`src/rtl/ws2812_pkg.sv`:
```
// ----------------------------------------------------------------------------
// ws2812_pkg
// Shared definitions for the WS2812 strip streamer:
//   - seq_state_t : sequencer states (RST_LOW, IDLE, SEND)
//   - cyc()       : nanoseconds -> clock cycles, integer math
//   - cyc_us()    : microseconds -> clock cycles, integer math
//   - bpp_legal() : pixel width sanity check (24 or 32 bits)
// ----------------------------------------------------------------------------
package ws2812_pkg;

    typedef enum logic [1:0] {
        RST_LOW = 2'd0,
        IDLE    = 2'd1,
        SEND    = 2'd2
    } seq_state_t;

    // Cycles per x_ns, rounded down. CLK_HZ is a whole number of MHz, so
    // dividing first keeps the intermediate product well inside 32 bits.
    function automatic int cyc(input int clk_hz, input int x_ns);
        return ((clk_hz / 1000000) * x_ns) / 1000;
    endfunction

    function automatic int cyc_us(input int clk_hz, input int x_us);
        return (clk_hz / 1000000) * x_us;
    endfunction

    function automatic bit bpp_legal(input int bpp);
        return (bpp == 24) || (bpp == 32);
    endfunction

endpackage

```
`src/rtl/ws2812_fifo.sv`:
```
// ----------------------------------------------------------------------------
// ws2812_fifo
// Small synchronous FIFO holding {latch, pixel} entries for the streamer.
// Ports:
//   clk, rst_n  : clock, asynchronous active-low reset (flushes the FIFO)
//   push        : write push_data this cycle (caller guarantees not full)
//   push_data   : WIDTH-bit entry to write
//   pop         : drop the head entry this cycle (caller guarantees not empty)
//   pop_data    : head entry, valid whenever empty is low
//   level       : current occupancy, 0..DEPTH
//   empty, full : occupancy flags
// ----------------------------------------------------------------------------
module ws2812_fifo #(
    parameter int WIDTH = 25,
    parameter int DEPTH = 4
) (
    input  logic                     clk,
    input  logic                     rst_n,
    input  logic                     push,
    input  logic [WIDTH-1:0]         push_data,
    input  logic                     pop,
    output logic [WIDTH-1:0]         pop_data,
    output logic [$clog2(DEPTH):0]   level,
    output logic                     empty,
    output logic                     full
);

    localparam int AW = $clog2(DEPTH);
    localparam logic [AW:0] LVL_FULL = (AW+1)'(DEPTH);

    logic [WIDTH-1:0] mem [DEPTH];
    logic [AW-1:0]    wr_ptr;
    logic [AW-1:0]    rd_ptr;

    // Pointers wrap naturally because DEPTH is a power of two. A simultaneous
    // push and pop moves both pointers and leaves the level unchanged.
    always_ff @(posedge clk or negedge rst_n) begin
        if (!rst_n) begin
            wr_ptr <= '0;
            rd_ptr <= '0;
            level  <= '0;
        end else begin
            if (push) begin
                wr_ptr <= wr_ptr + AW'(1);
            end
            if (pop) begin
                rd_ptr <= rd_ptr + AW'(1);
            end
            case ({push, pop})
                2'b10:   level <= level + (AW+1)'(1);
                2'b01:   level <= level - (AW+1)'(1);
                default: level <= level;
            endcase
        end
    end

    // Storage needs no reset: a flush only has to clear the pointers.
    always_ff @(posedge clk) begin
        if (push) begin
            mem[wr_ptr] <= push_data;
        end
    end

    assign pop_data = mem[rd_ptr];
    assign empty    = (level == '0);
    assign full     = (level == LVL_FULL);

endmodule

```
`src/rtl/ws2812_stream.sv`:
```
// ----------------------------------------------------------------------------
// ws2812_stream
// Streams pixels from a small FIFO onto one WS2812-family LED strip. Pixels
// go out MSB first, back to back; a pixel tagged with latch_in is followed by
// the strip reset/latch low period.
// Ports:
//   clk, rst_n  : clock, asynchronous active-low reset
//   data_in     : BPP-bit pixel, MSB sent first
//   latch_in    : end of frame marker travelling with data_in
//   valid       : producer strobe; a push happens on valid && ready
//   ready       : FIFO can take a pixel this cycle
//   level       : FIFO occupancy
//   busy        : sequencer active or pixels still queued
//   frame_done  : 1-cycle pulse when a latch low period completes
//   starved     : 1-cycle pulse when a pixel ends with nothing queued and no
//                 latch pending
//   led         : serial data to the strip
// ----------------------------------------------------------------------------
module ws2812_stream
    import ws2812_pkg::*;
#(
    parameter int CLK_HZ     = 20000000,
    parameter int BPP        = 24,
    parameter int FIFO_DEPTH = 4,
    parameter int PERIOD_NS  = 1250,
    parameter int T0H_NS     = 400,
    parameter int T1H_NS     = 800,
    parameter int RES_US     = 300
) (
    input  logic                          clk,
    input  logic                          rst_n,
    input  logic [BPP-1:0]                data_in,
    input  logic                          latch_in,
    input  logic                          valid,
    output logic                          ready,
    output logic [$clog2(FIFO_DEPTH):0]   level,
    output logic                          busy,
    output logic                          frame_done,
    output logic                          starved,
    output logic                          led
);

    localparam int CYC_PER = cyc(CLK_HZ, PERIOD_NS);
    localparam int CYC_T0H = cyc(CLK_HZ, T0H_NS);
    localparam int CYC_T1H = cyc(CLK_HZ, T1H_NS);
    localparam int CYC_RES = cyc_us(CLK_HZ, RES_US);
    localparam int TW      = $clog2(CYC_RES + 1);
    localparam int BW      = $clog2(BPP);

    localparam logic [TW-1:0] PER_LAST = TW'(CYC_PER - 1);
    localparam logic [TW-1:0] RES_LAST = TW'(CYC_RES - 1);
    localparam logic [TW-1:0] T0H_CYC  = TW'(CYC_T0H);
    localparam logic [TW-1:0] T1H_CYC  = TW'(CYC_T1H);
    localparam logic [BW-1:0] LAST_BIT = BW'(BPP - 1);

    // Refuse to elaborate with a pixel width or FIFO depth the design
    // cannot handle.
    if (!bpp_legal(BPP) || (FIFO_DEPTH < 2) || (FIFO_DEPTH > 16) ||
        ((FIFO_DEPTH & (FIFO_DEPTH - 1)) != 0) || ((CLK_HZ % 1000000) != 0))
    begin : g_param_check
        $error("ws2812_stream: illegal parameter set");
    end

    seq_state_t     state, state_nx;
    logic [TW-1:0]  timer, timer_nx;
    logic [BW-1:0]  bit_idx, bit_nx;
    logic [BPP-1:0] shreg, sh_nx;
    logic           latch_flag, latch_nx;
    logic           power_on, power_on_nx;
    logic           first_cycle;
    logic           frame_done_nx, starved_nx, led_nx;

    logic           fifo_push, fifo_pop;
    logic [BPP:0]   fifo_rd;
    logic           fifo_empty, fifo_full;

    logic [TW-1:0]  high_thr;
    logic           bit_end, pixel_end;

    ws2812_fifo #(
        .WIDTH (BPP + 1),
        .DEPTH (FIFO_DEPTH)
    ) u_fifo (
        .clk       (clk),
        .rst_n     (rst_n),
        .push      (fifo_push),
        .push_data ({latch_in, data_in}),
        .pop       (fifo_pop),
        .pop_data  (fifo_rd),
        .level     (level),
        .empty     (fifo_empty),
        .full      (fifo_full)
    );

    // ready only looks at registered state, never at this cycle's pop, and
    // stays low for the first cycle after reset release.
    assign ready     = !fifo_full && !first_cycle;
    assign fifo_push = valid && ready;
    assign busy      = !((state == IDLE) && fifo_empty);

    assign high_thr  = shreg[BPP-1] ? T1H_CYC : T0H_CYC;
    assign bit_end   = (timer == PER_LAST);
    assign pixel_end = bit_end && (bit_idx == LAST_BIT);

    // Sequencer next-state. The last bit of a pixel either chains straight
    // into the next queued pixel (timer restarts at 0, no gap), enters the
    // latch low period, or falls back to IDLE and reports starvation.
    always_comb begin
        state_nx      = state;
        timer_nx      = timer;
        bit_nx        = bit_idx;
        sh_nx         = shreg;
        latch_nx      = latch_flag;
        power_on_nx   = power_on;
        fifo_pop      = 1'b0;
        frame_done_nx = 1'b0;
        starved_nx    = 1'b0;

        case (state)
            RST_LOW: begin
                if (timer == RES_LAST) begin
                    state_nx      = IDLE;
                    timer_nx      = '0;
                    frame_done_nx = !power_on;
                    power_on_nx   = 1'b0;
                end else begin
                    timer_nx = timer + TW'(1);
                end
            end
            IDLE: begin
                if (!fifo_empty) begin
                    fifo_pop = 1'b1;
                    state_nx = SEND;
                    timer_nx = '0;
                    bit_nx   = '0;
                    sh_nx    = fifo_rd[BPP-1:0];
                    latch_nx = fifo_rd[BPP];
                end
            end
            SEND: begin
                if (!bit_end) begin
                    timer_nx = timer + TW'(1);
                end else if (!pixel_end) begin
                    timer_nx = '0;
                    bit_nx   = bit_idx + BW'(1);
                    sh_nx    = {shreg[BPP-2:0], 1'b0};
                end else if (latch_flag) begin
                    state_nx = RST_LOW;
                    timer_nx = '0;
                end else if (!fifo_empty) begin
                    fifo_pop = 1'b1;
                    timer_nx = '0;
                    bit_nx   = '0;
                    sh_nx    = fifo_rd[BPP-1:0];
                    latch_nx = fifo_rd[BPP];
                end else begin
                    state_nx   = IDLE;
                    timer_nx   = '0;
                    starved_nx = 1'b1;
                end
            end
            default: begin
                state_nx = RST_LOW;
                timer_nx = '0;
            end
        endcase
    end

    // led is registered from the current bit timer, so it trails the state
    // by one cycle: a pop at edge N+1 shows up as led high from edge N+2.
    assign led_nx = (state == SEND) && (timer < high_thr);

    // State and output registers. Reset aborts any pixel in flight and
    // restarts the power-on low period, which does not pulse frame_done.
    always_ff @(posedge clk or negedge rst_n) begin
        if (!rst_n) begin
            state       <= RST_LOW;
            timer       <= '0;
            bit_idx     <= '0;
            shreg       <= '0;
            latch_flag  <= 1'b0;
            power_on    <= 1'b1;
            first_cycle <= 1'b1;
            led         <= 1'b0;
            frame_done  <= 1'b0;
            starved     <= 1'b0;
        end else begin
            state       <= state_nx;
            timer       <= timer_nx;
            bit_idx     <= bit_nx;
            shreg       <= sh_nx;
            latch_flag  <= latch_nx;
            power_on    <= power_on_nx;
            first_cycle <= 1'b0;
            led         <= led_nx;
            frame_done  <= frame_done_nx;
            starved     <= starved_nx;
        end
    end

endmodule

```
`config.mk`:
```
export PLATFORM = sky130hd
export DESIGN_NAME = ws2812_stream
export DESIGN_NICKNAME = d
export VERILOG_FILES = /design/src/rtl/ws2812_pkg.sv /design/src/rtl/ws2812_fifo.sv /design/src/rtl/ws2812_stream.sv
export SDC_FILE = /design/constraint.sdc
export NUM_CORES = 1
export LEC_CHECK = 0
export ABC_AREA = 1
export CAP_MARGIN = 20
export CORE_MARGIN = 5
export CORE_UTILIZATION = 60
export DETAILED_ROUTE_END_ITERATION = 6
export PLACE_DENSITY = 0.89
export SYNTH_ARGS = -nofsm -noshare
export SYNTH_HDL_FRONTEND = slang
export SYNTH_SLANG_ARGS = --single-unit
```
`constraint.sdc`:
```
create_clock -name clk -period 8 [get_ports clk]
set_input_delay 1.6 -clock clk [delete_from_list [all_inputs] [get_ports clk]]
set_output_delay 1.6 -clock clk [all_outputs]
set_load 0.05 [all_outputs]
```
After elaboration in Yosys (flattened, before gate mapping)
Memories as Yosys holds them, arrays and structs flattened. Index checks and enable logic that the tools add are counted.

Register bits: 57. Memory bits (writable): 100. Memories: 1.

Add/sub/neg operators: 6. Magnitude comparators: 1. Eq/ne operators: 14. Mux-type cells: 43. Reductions and logical operators: 17.

Memories: u_fifo.mem (words 4, width 25, rd ports 1, clocked after Yosys merged registers in 0, write ports 1, RTL line ws2812_fifo.sv:31) `logic [WIDTH-1:0] mem [DEPTH];`.

Operators with widths (count): two-way mux 24 bit (4); one-hot mux 24 bit (2 select lines) (1); two-way mux 13 bit (3); one-hot mux 13 bit (3 select lines) (1); two-way mux 5 bit (5); two-way mux 1 bit (18); adder 13 x 1 -> 13 bit (second input constant) (1); == test 13 bit (second input constant) (1); == test 13 x 5 -> 1 bit (second input constant) (1); < comparator 13 x 5 -> 1 bit (1); two-way mux 2 bit (6); one-hot mux 5 bit (2 select lines) (1); inequality test 2 bit (second input constant) (4); inequality test 3 bit (second input constant) (2); one-hot mux 2 bit (3 select lines) (1); one-hot mux 3 bit (2 select lines) (1); adder 5 x 1 -> 5 bit (second input constant) (1); == test 5 bit (second input constant) (1); logical AND 1 bit (5); AND reduction 5 bit (1); adder 2 x 1 -> 2 bit (second input constant) (2); == test 2 x 1 -> 1 bit (second input constant) (2); == test 2 bit (second input constant) (2); zero test 1 bit (4); 10 further kinds (12).

Logic depth before layout (Yosys ltp)
Depth in word-level cells: 8. Depth in mapped cells: 14. Depth with buffers taken out: 14.

By module
A second synthesis with hierarchy kept.

Cells, all modules: 793. Area, all modules: 7601.0 um^2.

By module, submodules not included: ws2812_fifo (instances 1, cells an instance 340, area an instance 4421.7 um^2, seq. area each 3178.0 um^2); ws2812_stream (instances 1, cells an instance 453, area an instance 3179.3 um^2, seq. area each 1253.7 um^2).

Least setup slack after synthesis
Ideal clock, no wire load.

Path type: reg2reg. Start: register u_fifo.level[1]. End: memory u_fifo.mem[0][0], enable pin. Arrival time: 3121 ps. Required time: 7593 ps. Setup slack: 4473 ps. Cell stages (with the launch flop): 5. Path buffers: 0. Path through: dfrtp_1 > nor2_1 > a21oi_1 > nand2_1 > nor2_1.

Longest elaborated chain between the ends: 6.

RTL lines: from (decl) (RTL line ws2812_fifo.sv:23) `output logic [$clog2(DEPTH):0] level,`; from (signal assigned) (RTL line ws2812_fifo.sv:50) `2'b10: level <= level + (AW+1)'(1);`; from (signal assigned) (RTL line ws2812_fifo.sv:51) `2'b01: level <= level - (AW+1)'(1);`; from (signal assigned) (RTL line ws2812_fifo.sv:52) `default: level <= level;`; == test 3 bit (RTL line ws2812_fifo.sv:66) `assign full = (level == LVL_FULL);`; zero test 1 bit (RTL line ws2812_stream.sv:97) `assign ready = !fifo_full && !first_cycle;`; logical AND 1 bit (RTL line ws2812_stream.sv:97); named net ready (RTL line ws2812_stream.sv:35) `output logic ready,`; logical AND 1 bit (RTL line ws2812_stream.sv:98) `assign fifo_push = valid && ready;`; two-way mux 1 bit (RTL line ws2812_fifo.sv:59) `if (push) begin`; two-way mux 1 bit (not written as such) (RTL line ws2812_fifo.sv:60) `mem[wr_ptr] <= push_data;`; to (decl) (RTL line ws2812_fifo.sv:31).

The timed path passes the listed nets, and every way through them passes these cells.

Final worst setup path
Start: register u_fifo.level[1]. End: output busy.

Longest elaborated chain between the ends: 3.

RTL lines: zero test 3 bit (RTL line ws2812_fifo.sv:65) `assign empty = (level == '0);`; logical AND 1 bit (RTL line ws2812_stream.sv:99) `assign busy = !((state == IDLE) && fifo_empty);`; zero test 1 bit (RTL line ws2812_stream.sv:99); to (decl) (RTL line ws2812_stream.sv:37) `output logic busy,`.

Every way passes these cells.

==> key figures <==
Status
  • Status: finished clean

Critical path
  • CP Buf/Inv Count: 2
  • Startpoint types: flop
  • Most used cell along the critical path: nand2_1
  • Crit path arrival time: 2.95 ns
  • Worst reg2reg setup slack: 4.92 ns
  • Maximum cell stage delay along the critical path: between 0.8 and 0.9 ns
  • Worst path slowest cell: clkdlybuf4s50_1
  • Crit Path Max Fanout: 27
  • Crit Reg-Reg Startpoint: state[0]
  • Crit path cell chain: nor2_1 > nand2_1 > inv_2 > nand2_1 > clkdlybuf4s50_1
  • First element of the critical path: u_fifo.level[1]
  • Family with the most delay on the worst path: buffers and inverters
  • Crit path to: busy
  • Endpoint kind of the worst setup timing path: primary output
  • Number of stages on the worst setup path: 5
  • Reg2reg path depth: 13
  • Endpoint of the worst-slack reg-to-reg timing path: u_fifo.level[2]
  • Critical path type: flop to primary output
  • Data required time at the worst endpoint: ~6.4 ns

STA
  • Final worst path period share: 0.568
  • Clock period minus final worst setup slack: 4.55 ns
  • Pins over their slew limit: 0
  • Post-route setup TNS: 0 ns
  • Unrepaired setup endpoints after global routing: false
  • Final Hold Slack: 0.454 ns
  • Highest clock frequency the design can meet: ~220 MHz
  • Setup violation total in the final timing report: 0
  • Final setup skew: 0.0112 ns
  • Headroom to the max-slew limit: 0.370
  • Pin slew with the least headroom to its limit: 0.945 ns
  • Final count of hold timing violations: 0

Detailed routing
  • Length of the first detailed-routing pass in iterations: 5
  • Residual DRC count: 0
  • Number of nets still failing antenna checks after routing: 0
  • Total via count after detailed routing: 5366
  • Via count normalized by instance count: 5.73
  • Routed wire length: 15400 microns
  • First DRT Iteration DRCs: between 500 and 600
  • WL per Instance: 16.4 microns

Finish
  • Ratio of cells with drive above 1 in the final layout: 0.0719
  • Most common cell after layout, fill and taps aside: nand2_1
  • Post-layout nets: 823
  • Antenna cell count: 0
  • Utilization after layout: 0.708
  • Synthesis-to-layout area growth: 14.4%
  • Highest-count cells in the layout ignoring fill and taps: nand2_1 (214), edfxtp_1 (100), inv_1 (89)

Place
  • Number of port buffers: 35
  • Routability congestion estimate from global placement: 0.869
  • Post-DP HPWL: 8970 microns

Logic synthesis
  • Sequential-to-total area share from yosys stat: 0.619
  • Top cells by area in the synthesized netlist: edfxtp_1 (42%), dfrtp_1 (19%), nand2_1 (11%)
  • Share of synthesized area spent on multiplexers: 0.00140
  • Synthesized netlist cell count: 746
  • Mean instance size in the synthesized netlist: 9.60 sq um
  • Number of warnings printed during yosys synthesis: 0
  • Post-synthesis xor/xnor area fraction: 0.0110
  • Adder-cell share of the synthesized area: 0.0273
  • Synth Area in Compound Gates: 0.0743
  • Synthesized Nets: 789
  • Register bit total from synthesis: approximately 160
  • Count of cell types in the netlist: 35
  • Simple logic cell fraction of the synthesized area: 0.199
  • Combinational family with the most area after synthesis: simple AND/OR/NAND/NOR gates
  • Share of Yosys cell area claimed by the top area cell type: 0.420
  • Cell area after synthesis: 7160 sq um
  • Most area-hungry cell type in the Yosys netlist: edfxtp_1

GRT
  • GR Overflow Total: 0
  • Number of global-route vias before repair: 5175
  • Antenna violations before repair: 0
  • Wire length of the first global-routing pass: 24600 microns
  • Global-route usage over all layers: 0.219
  • Maximum number of pins on one net before global-route repair: 58

Power
  • PwrDens: ~210 nW/um^2
  • Sequential cell fraction of total power: 0.510
  • Leak pwr: about 3.6 nW
  • Combinational group share of total power: 0.014
  • Clock network fraction of design power: 0.476
  • Switch share: 0.208
  • Switching Power: ~0.35 mW
  • Internal power: 1.34 mW
  • Max VDD drop: 0.198 mV

Floorplanning
  • Overall die area: 14200 sq um
  • Width of the die: 119 microns
  • Count of standard-cell rows: 39
  • Initial core utilization: 0.619
  • Die H: 119 microns
  • Floorplan core area: between 10000 and 15000 sq um
  • Ports: 36

Hold path
  • Min-delay worst type: flop to flop

Clock network
  • Number of clock sinks: 157
  • Total of hold buffers inserted after clock tree synthesis: 0
  • Cts repair resizes: 0
  • Post-CTS setup buffers: 0
  • Source-to-sink clock delay at the later pin of the worst-skew pair: ~0.43 ns
  • Total CTS buffers: 17
  • H-Tree Level Count: 4
  • Clock transition at the register clock pins on the worst setup and hold paths after CTS: 0.07 ns
  • Max Buffers Root-to-Sink: 2
  • Clock tree from TritonCTS: done
  • Cell chosen for the clock root: clkbuf_16

Flow run
  • Number of max-cap violations: 0
metrics by stage:
stage                     instances  area [sq um]  worst slack [ns]  power [mW]
final                           936          8190              3.45        1.70
after global routing            936          8190              3.27        1.74
after detailed placement        904          7600              3.98       0.906
after global placement          904          7600              4.07       0.904
after CTS                       936          8190              3.48        1.70
after floorplan                 746          7160              4.47       0.882
power by group through the flow:
stage	Sequential, mW	Clock, mW	Combinational, mW
after CTS	0.865	0.810	0.0245
after floorplan	0.882	0	0.0000530
after detailed placement	0.881	0	0.0243
final	0.865	0.808	0.0241
after global placement	0.881	0	0.0232
after global routing	0.864	0.849	0.0266
synthesized netlist by cell type (all sizes together):
master and instances:
ha 14, clkbuf 15, nand3 47, or2 1, o22ai 4, dfstp 2, nor2 59, xor2 6
xnor2 3, buf 12, mux2i 1, nand3b 2, dfrtp 55, inv 91, o21ai 65, o211ai 1
edfxtp 100, nor3 6, nand4 7, a21oi 34, nand2 218, fa 1, conb 1, and3 1
metal layers:
metal | vias to the layer above | wire length, microns | global-route usage
met5 | - | 0 | 0
met4 | 0 | 312 | 0.0949
met3 | 31 | 1200 | 0.0592
met2 | 272 | 7770 | 0.375
met1 | 2558 | 6080 | 0.262
li1 | 2505 | - | -
registers in the layout, indices dropped and copies added (netlist names):
name,count
frame_done,1
shreg,24
bit_idx,5
u_fifo.mem,100
latch_flag,1
state,2
u_fifo.rd_ptr,2
power_on,1
starved,1
timer,13
u_fifo.level,3
u_fifo.wr_ptr,2
led,1
first_cycle,1
cell families after synthesis:
group / count (synthesis)
AND/OR/NAND/NOR: 341
AO/OA/AOI/OAI: 104
other: 1
XOR/XNOR: 9
multiplexers: 1
flip-flops: 157
adder cells (fa/ha/maj): 15
buffers and inverters: 118
layout make-up:
type                       instances  area [sq um]
sequential                       157          4430
clock buffer                      19           433
fill                             746          3380
multi-input combinational        471          2250
clock inverter                    13           153
inverter                          91           342
timing repair buffer              42           398
tap                              143           179
tightest hold or removal path: stages (launching register included):
cell and delay [ns]:
dfstp_2 0.37, nand2_1 0.05, inv_1 0.03
worst min path at each step:
| stage | startpoint | endpoint | depth (start not counted) |
|---|---|---|---|
| 2_1_floorplan | power_on | power_on | 2 |
| 6_report | power_on | power_on | 2 |
| 5_1_grt | power_on | power_on | 2 |
| 4_1_cts | power_on | power_on | 2 |
| 3_3_place_gp | power_on | power_on | 2 |
| 3_5_place_dp | power_on | power_on | 2 |
Note: power is estimated with default switching activity, not from simulation.
